===== src/rtl/i2c_frame_receiver.sv =====
// I2C-style write-only slave receiver with multi-byte frames.
// Recovers SCL/SDA events from oversampled pins, filters by 7-bit address, ACKs each accepted
// byte open-drain and presents a complete frame as one parallel word.
// Ports:
//   clk, reset      system clock, asynchronous active-high reset
//   scl, sda_in     bus pin levels (asynchronous to clk)
//   sda_oe          1 = pull SDA low (ACK)
//   frame_data      payload, first received byte in [7:0]
//   frame_valid     one-cycle strobe, frame_data/pr/rate updated in the same cycle
//   frame_err       one-cycle strobe on an aborted or malformed frame
//   busy            FSM not idle
//   pr, rate        byte 0 [3:0] and [6:4] of the last good frame
module i2c_frame_receiver #(
    parameter int unsigned DATA_BYTES     = 2,
    parameter logic [6:0]  SLAVE_ADDR     = 7'h2A,
    parameter int unsigned TIMEOUT_CYCLES = 65535,
    parameter int unsigned SYNC_STAGES    = 2
) (
    input  logic                      clk,
    input  logic                      reset,
    input  logic                      scl,
    input  logic                      sda_in,
    output logic                      sda_oe,
    output logic [8*DATA_BYTES-1:0]   frame_data,
    output logic                      frame_valid,
    output logic                      frame_err,
    output logic                      busy,
    output logic [3:0]                pr,
    output logic [2:0]                rate
);

    localparam int unsigned BW = $clog2(DATA_BYTES + 2);
    localparam int unsigned TW = $clog2(TIMEOUT_CYCLES + 1);
    localparam logic [BW-1:0] NumBytes   = BW'(DATA_BYTES);
    localparam logic [BW-1:0] MaxByteCnt = BW'(DATA_BYTES + 1);
    localparam logic [TW-1:0] TimeoutVal = TW'(TIMEOUT_CYCLES);

    typedef enum logic [2:0] {StIdle, StAddr, StAddrAck, StData, StDataAck, StWaitStop} state_e;

    // Synchronisers reset to the idle bus level so reset release creates no false edges.
    logic [SYNC_STAGES-1:0] scl_sync_q, sda_sync_q;
    logic                   scl_dly_q, sda_dly_q;
    logic                   scl_s, sda_s, scl_rise, scl_fall, start_det, stop_det;

    always_ff @(posedge clk or posedge reset) begin
        if (reset) begin
            scl_sync_q <= '1;
            sda_sync_q <= '1;
            scl_dly_q  <= 1'b1;
            sda_dly_q  <= 1'b1;
        end else begin
            scl_sync_q <= {scl_sync_q[SYNC_STAGES-2:0], scl};
            sda_sync_q <= {sda_sync_q[SYNC_STAGES-2:0], sda_in};
            scl_dly_q  <= scl_sync_q[SYNC_STAGES-1];
            sda_dly_q  <= sda_sync_q[SYNC_STAGES-1];
        end
    end

    assign scl_s     = scl_sync_q[SYNC_STAGES-1];
    assign sda_s     = sda_sync_q[SYNC_STAGES-1];
    assign scl_rise  = scl_s & ~scl_dly_q;
    assign scl_fall  = ~scl_s & scl_dly_q;
    assign start_det = scl_s & scl_dly_q & sda_dly_q & ~sda_s;
    assign stop_det  = scl_s & scl_dly_q & ~sda_dly_q & sda_s;

    state_e                  state_q, state_d;
    logic [7:0]              shreg_q, shreg_d;
    logic [3:0]              bit_cnt_q, bit_cnt_d;
    logic [BW-1:0]           byte_cnt_q, byte_cnt_d;
    logic                    half_q, half_d;
    logic [8*DATA_BYTES-1:0] buf_q, buf_d, frame_data_q, frame_data_d;
    logic [TW-1:0]           tmo_cnt_q, tmo_cnt_d;
    logic                    sda_oe_q, sda_oe_d, valid_q, valid_d, err_q, err_d;
    logic [3:0]              pr_q, pr_d;
    logic [2:0]              rate_q, rate_d;

    always_ff @(posedge clk or posedge reset) begin
        if (reset) begin
            state_q      <= StIdle;
            shreg_q      <= '0;
            bit_cnt_q    <= '0;
            byte_cnt_q   <= '0;
            half_q       <= 1'b0;
            buf_q        <= '0;
            frame_data_q <= '0;
            tmo_cnt_q    <= '0;
            sda_oe_q     <= 1'b0;
            valid_q      <= 1'b0;
            err_q        <= 1'b0;
            pr_q         <= '0;
            rate_q       <= '0;
        end else begin
            state_q      <= state_d;
            shreg_q      <= shreg_d;
            bit_cnt_q    <= bit_cnt_d;
            byte_cnt_q   <= byte_cnt_d;
            half_q       <= half_d;
            buf_q        <= buf_d;
            frame_data_q <= frame_data_d;
            tmo_cnt_q    <= tmo_cnt_d;
            sda_oe_q     <= sda_oe_d;
            valid_q      <= valid_d;
            err_q        <= err_d;
            pr_q         <= pr_d;
            rate_q       <= rate_d;
        end
    end

    always_comb begin
        state_d      = state_q;
        shreg_d      = shreg_q;
        bit_cnt_d    = bit_cnt_q;
        byte_cnt_d   = byte_cnt_q;
        half_d       = half_q;
        buf_d        = buf_q;
        frame_data_d = frame_data_q;
        sda_oe_d     = sda_oe_q;
        valid_d      = 1'b0;
        err_d        = 1'b0;
        pr_d         = pr_q;
        rate_d       = rate_q;

        if (state_q == StIdle || scl_rise || scl_fall) begin
            tmo_cnt_d = '0;
        end else if (tmo_cnt_q != TimeoutVal) begin
            tmo_cnt_d = tmo_cnt_q + 1'b1;
        end else begin
            tmo_cnt_d = tmo_cnt_q;
        end

        // Bits are shifted on the rising edge but counted on the following falling edge, so
        // the SCL rise that precedes a STOP leaves bit_cnt at 0 and the fall that ends a START
        // (no preceding rise) is not counted.
        if ((state_q == StAddr || state_q == StData) && scl_rise) begin
            shreg_d = {shreg_q[6:0], sda_s};
            half_d  = 1'b1;
        end

        if (start_det) begin
            if (state_q inside {StAddrAck, StData, StDataAck}) err_d = 1'b1;
            state_d    = StAddr;
            bit_cnt_d  = '0;
            byte_cnt_d = '0;
            half_d     = 1'b0;
            sda_oe_d   = 1'b0;
        end else if (stop_det) begin
            if (state_q == StData || state_q == StDataAck) begin
                if (byte_cnt_q == NumBytes && bit_cnt_q == 4'd0) begin
                    valid_d      = 1'b1;
                    frame_data_d = buf_q;
                    pr_d         = buf_q[3:0];
                    rate_d       = buf_q[6:4];
                end else begin
                    err_d = 1'b1;
                end
            end
            state_d  = StIdle;
            sda_oe_d = 1'b0;
        end else if (scl_fall) begin
            half_d = 1'b0;
            case (state_q)
                StAddr: begin
                    if (half_q) begin
                        if (bit_cnt_q == 4'd7) begin
                            bit_cnt_d = 4'd8;
                            if (shreg_q == {SLAVE_ADDR, 1'b0}) begin
                                sda_oe_d = 1'b1;
                                state_d  = StAddrAck;
                            end else begin
                                state_d = StWaitStop;
                            end
                        end else begin
                            bit_cnt_d = bit_cnt_q + 4'd1;
                        end
                    end
                end
                StData: begin
                    if (half_q) begin
                        if (bit_cnt_q == 4'd7) begin
                            bit_cnt_d = 4'd8;
                            for (int i = 0; i < int'(DATA_BYTES); i++) begin
                                if (byte_cnt_q == BW'(i)) buf_d[8*i +: 8] = shreg_q;
                            end
                            sda_oe_d = (byte_cnt_q < NumBytes);
                            if (byte_cnt_q != MaxByteCnt) byte_cnt_d = byte_cnt_q + 1'b1;
                            state_d = StDataAck;
                        end else begin
                            bit_cnt_d = bit_cnt_q + 4'd1;
                        end
                    end
                end
                // Falling edge that ends the 9th clock.
                StAddrAck, StDataAck: begin
                    sda_oe_d  = 1'b0;
                    bit_cnt_d = '0;
                    state_d   = StData;
                end
                default: ;
            endcase
        end else if (!scl_rise && state_q != StIdle && tmo_cnt_q == TimeoutVal) begin
            err_d    = 1'b1;
            sda_oe_d = 1'b0;
            half_d   = 1'b0;
            state_d  = StIdle;
        end
    end

    assign sda_oe      = sda_oe_q;
    assign frame_data  = frame_data_q;
    assign frame_valid = valid_q;
    assign frame_err   = err_q;
    assign busy        = (state_q != StIdle);
    assign pr          = pr_q;
    assign rate        = rate_q;

endmodule

===== config.mk =====
export PLATFORM = sky130hd
export DESIGN_NAME = i2c_frame_receiver
export DESIGN_NICKNAME = d
export VERILOG_FILES = /design/src/rtl/i2c_frame_receiver.sv
export SDC_FILE = /design/constraint.sdc
export NUM_CORES = 1
export LEC_CHECK = 0
export CORE_MARGIN = 2
export CORE_UTILIZATION = 29
export CTS_CLUSTER_DIAMETER = 150
export DETAILED_ROUTE_END_ITERATION = 16
export SLEW_MARGIN = 20
export SYNTH_ARGS = -nofsm -noshare
export SYNTH_HDL_FRONTEND = slang
export SYNTH_SLANG_ARGS = --single-unit

===== constraint.sdc =====
create_clock -name clk -period 2.8 [get_ports clk]
set_input_delay 0.28 -clock clk [delete_from_list [all_inputs] [get_ports clk]]
set_output_delay 0.28 -clock clk [all_outputs]
set_load 0.1 [all_outputs]

### Word level (Yosys, flattened, before mapping)

Index checks and enable logic that the tools add are counted.

* $add $sub $neg: 3
* magnitude comparators: 1
* equality and inequality tests: 19
* mux-type cells: 51
* bitwise gates (word level): 13
* reductions and logical operators: 31

Operators by type and width (count)
* 2-to-1 mux 16 bit: 2
* 2-to-1 mux 3 bit: 9
* 2-to-1 mux 1 bit: 25
* AND reduction 7 bit: 3
* 2-to-1 mux 4 bit: 5
* adder 16 x 1 -> 16 bit (second input constant): 1
* == test 16 bit (second input constant): 1
* inequality test 16 bit (second input constant): 1
* inequality test 5 x 4 -> 1 bit (second input constant): 3
* 2-to-1 mux 2 bit: 7
* AND reduction 6 bit: 2
* nonzero test 2 bit: 6
* inequality test 5 bit (second input constant): 2
* case mux 3 bit (3 select lines): 1
* nonzero test 3 bit: 3
* == test 8 x 7 -> 1 bit (second input constant): 1
* case mux 4 bit (2 select lines): 1
* AND reduction 4 bit: 2
* bitwise AND 1 bit: 7
* == test 3 x 2 -> 1 bit (second input constant): 2
* inequality test 6 x 1 -> 1 bit (second input constant): 1
* NOT 1 bit: 6
* adder 4 x 1 -> 4 bit (second input constant): 1
* == test 4 x 3 -> 1 bit (second input constant): 1
* other kinds (17): 25

* register bits: 82
* bits of input ports: 4
* output and inout bits: 27
* logic and storage cells: 136

### Logic depth before layout (Yosys ltp)

* depth in word-level cells: 9
* gate-level depth with buffers: 9
* gate-level depth less buffers: 6

### Worst setup path before layout

No wires, ideal clock.

* path kind: register to register
* from: register byte_cnt_q[0]
* to: register frame_data_q[2] (netlist: frame_data[2])
* setup time: 0.126 ns
* data arrival time: 2.025 ns
* data required time: 2.674 ns
* slack: 0.649 ns
* stages on the path, launching flop included: 8
* buffers on the path: 2
* period minus slack after synthesis: 2.151 ns
* cells stage by stage: dfrtp_1 -> inv_1 -> ha_1 -> or4bb_1 -> and3b_1 -> buf_2 -> buf_2 -> mux2_2

* cells in the longest elaborated chain, start to end: 3

Ends and longest elaborated chain
* start: declaration: line 69 `logic [BW-1:0] byte_cnt_q, byte_cnt_d;`
* start signal: assignment: line 96 `byte_cnt_q <= byte_cnt_d;`
* == test 2 bit: line 148 `if (byte_cnt_q == NumBytes && bit_cnt_q == 4'd0) begin`
* logical AND 1 bit: line 148
* AND reduction 4 bit (no source line)
* end signal: assignment: line 99 `frame_data_q <= frame_data_d;`
* end: declaration: line 71 `logic [8*DATA_BYTES-1:0] buf_q, buf_d, frame_data_q, frame_data_d;`

No other way between the ends.
A chain may end at the register's enable or synchronous reset.

### Worst setup path after layout

* from: register tmo_cnt_q[0]
* to: register state_q[0]

* cells in the longest elaborated chain, start to end: 4

Ends and longest elaborated chain
* start: declaration: line 72 `logic [TW-1:0] tmo_cnt_q, tmo_cnt_d;`
* start signal: assignment: line 100 `tmo_cnt_q <= tmo_cnt_d;`
* == test 16 bit: line 200 `end else if (!scl_rise && state_q != StIdle && tmo_cnt_q == TimeoutVal) begin`
* logical AND 1 bit: line 200
* nonzero test 4 bit (no source line)
* AND reduction 6 bit (no source line)
* end signal: assignment: line 79 `state_q <= StIdle;`
* end signal: assignment: line 93 `state_q <= state_d;`
* end: declaration: line 66 `state_e state_q, state_d;`

No other way between the ends.

==> impl_metrics.py <==
metrics = {
    "synthesis": {
        "synth_enable_flop_cells": 0,
        "synthesis.area_mm2": 0.00355,
        "synth_top_area_frac": 0.487,
        "synthCells": 300,
        "seq_area_frac_synth": 0.531,
        "post_synthesis_cell_type_with_the_largest_combined_area": "dfrtp_1",
        "yosys.cell_types.count": 58,
        "yosys_register_bits": 75,
        "syn_nets": 311,
        "async_flop_share": 1.00,
        "synth_area_leaders": "dfrtp_1, mux2_2, dfstp_2",
        "flip_flop_cell_with_the_highest_count_after_synthesis": "dfrtp_1",
        "synth-warning-count": 0,
        "avgSynthCellArea_um2": 11.8,
    },
    "layout": {
        "most_frequent_cells_in_the_layout": "dfrtp_1, buf_4, mux2_2, nor2_1, nand2_1",
        "storage_element_area_mm2": 0.00188,
        "drive_gt1_frac": 0.270,
        "multi_input_area_mm2": 0.00150,
        "layout.cells.most_common": "dfrtp_1",
        "antenna-diode-count": 0,
        "area_growth_pct": 18.4,
        "layout.filler_cells": 1162,
        "finalNetCount": 339,
    },
    "pwr": {
        "worst_ir_drop_vdd_uv": 270,
        "leakage_power_nw": 1.93,
        "p_total_mw": 2.86,
        "power.switching_fraction": 0.270,
        "switching_power_uw": 771,
        "pwr-share-seq": 0.446,
        "share_clk_of_total_power": 0.422,
        "power_per_cell_area_mw_per_mm2": 681,
        "p_comb_frac": 0.132,
        "internal_dissipation_mw": 2.09,
    },
    "floorplan": {
        "area_of_the_die_mm2": 0.0131,
        "start_util": 0.297,
        "io_pins": 31,
        "chipWidth_um": 115,
        "die_y_um": 115,
        "num_rows": 40,
        "floorplan.core_area_mm2": 0.0120,
    },
    "clock_network": {
        "cts-resized-gates": 0,
        "clock_latency_ns": 0.33,
        "cts-root-buf": "clkbuf_16",
        "cts_max_path_buffers": 2,
        "cts.clk_slew.worst_paths_ns": 0.06,
        "setup_repair_bufs_after_cts": 0,
        "clock_sinks": 75,
        "h-tree-depth": 3,
        "cts_inserted_buffers": 9,
        "cts_hold_buffers": 0,
        "tritoncts": "built",
    },
    "timing": {
        "finalCritPeriodShare": 0.840,
        "achievable-frequency_mhz": 425,
        "setup_viol": 0,
        "max_slew_margin": 0.527,
        "worst-slew-pin-transition_ns": 0.707,
        "setup_tns_ns": 0,
        "timing.final.max_slew_violations": 0,
        "rsz0062_at_grt": "no",
        "fin_skew_ns": 0.00637,
        "fin_crit_ns": 2.35,
        "timing_hold_violations_final": 0,
    },
    "setup_path": {
        "crit_arrival_ns": 2.56,
        "cp-end-kind": "register",
        "path_max_fanout": 8,
        "required_time_of_the_worst_setup_path_ns": 3.01,
        "start_kind": "register",
        "timing_worst_setup_path_type": "register to register",
    },
    "global_routing": {
        "wire_length_of_the_first_global_routing_pass_um": 11600,
        "grt_max_degree": 52,
        "grtUsageTotal": 0.112,
        "grt_remaining_overflow": 0,
        "first_global_vias": 2423,
        "number_of_antenna_violations_at_the_first_check_in_global_routing": 0,
    },
    "min_path": {
        "hold_path_class": "primary input to asynchronous set/reset pin",
    },
    "detailed_routing": {
        "dr_total_vias": 2358,
        "drc": 0,
        "drt-vias-per-instance": 4.91,
        "drt_first_pass_iters": 4,
        "detailedRoute.firstIterationViolations": 167,
        "detail_route.wl_per_cell_um": 14.0,
        "antenna_left": 0,
        "detail_route.wirelength_um": 6720,
    },
    "place": {
        "place.gp.congestion": 0.811,
        "buffer_ports.inserted": 30,
        "dp_hpwl_um": 4730,
    },
    "status": {
        "status": "completed",
    },
    "flow_run": {
        "max_cap_viol_count": 0,
    },
}
state kept, by name, summed over array words and instances, names as in the netlist, 2 cells and up:
name        count
sda_sync_q      2
tmo_cnt_q      16
state_q         3
buf_q          16
byte_cnt_q      2
frame_data     16
scl_sync_q      2
shreg_q         8
bit_cnt_q       4
synthesized netlist by cell type, types with 7 or more instances:
| cell | number |
|---|---|
| mux2_1 | 13 |
| nand2_1 | 17 |
| mux2_2 | 29 |
| xnor2_1 | 8 |
| buf_4 | 7 |
| inv_1 | 10 |
| nand3_1 | 7 |
| a21oi_1 | 9 |
| dfrtp_1 | 69 |
| ha_1 | 7 |
| nor2_1 | 22 |
logic make-up after synthesis:
group           after synthesis  share of synthesized area
buf+inv                      27                     0.0458
mux                          45                      0.142
compound gates               44                     0.0864
simple gates                 93                      0.148
flops                        75                      0.531
xor+xnor                      9                     0.0222
fa+ha+maj                     7                     0.0247
power by group through the flow:
stage                     registers [mW]  logic, mW  clock network, mW
after global placement              1.29      0.372                  0
after global routing                1.29      0.421               1.29
after detailed placement            1.29      0.385                  0
final                               1.27      0.378               1.21
after floorplan                     1.27      0.318                  0
after CTS                           1.28      0.386               1.24
stage by stage:
step	hold slack, ns	setup WS, ns	utilization	instance area [um2]	std cells
final	0.326	0.449	0.351	4200	480
after CTS	0.344	0.433	0.351	4200	480
after global routing	0.360	0.282	0.351	4200	480
after global placement	0.347	0.562	0.325	3880	464
after detailed placement	0.347	0.450	0.325	3880	464
after floorplan	0.284	0.620	-	3550	300
worst paths after layout:
check / startpoint / end / slack [ns] / cells after the start
max: tmo_cnt_q[0] / state_q[0] / 0.45 / 6
min: reset / frame_data[8] / 0.33 / 2
max reg2reg: tmo_cnt_q[0] / state_q[0] / 0.45 / 6
min reg2reg: sda_sync_q[0] / sda_sync_q[1] / 0.35 / 0
max in group asynchronous: reset / scl_dly_q / 1.76 / 3
min in group clk: sda_in / sda_sync_q[0] / 0.35 / 1
cell type report:
| cell class | instances | share of cell area |
|---|---|---|
| multi-input cells | 198 | 0.357 |
| clock inverters | 7 | 0.0220 |
| well taps | 147 | 0.0438 |
| repair buffers | 34 | 0.0655 |
| clock buffers | 9 | 0.0536 |
| flip-flops and latches | 75 | 0.449 |
| inverters | 10 | 0.00894 |
worst max-delay path, stage by stage (launching register included):
cell and delay (ns):
dfrtp_1 0.37, ha_1 0.23, nand4_2 0.19, or4_1 0.76, o2bb2ai_2 0.23, nand2_1 0.12, mux2_1 0.32
metal layers:
metal  GRT usage  up-vias  wire length (um)
met5           0        -                 0
met3      0.0392        8               340
li1            -     1132                 -
met1       0.141     1170              3030
met4      0.0341        0                90
met2       0.179       48              3260
(Power assumes the default switching activity.)
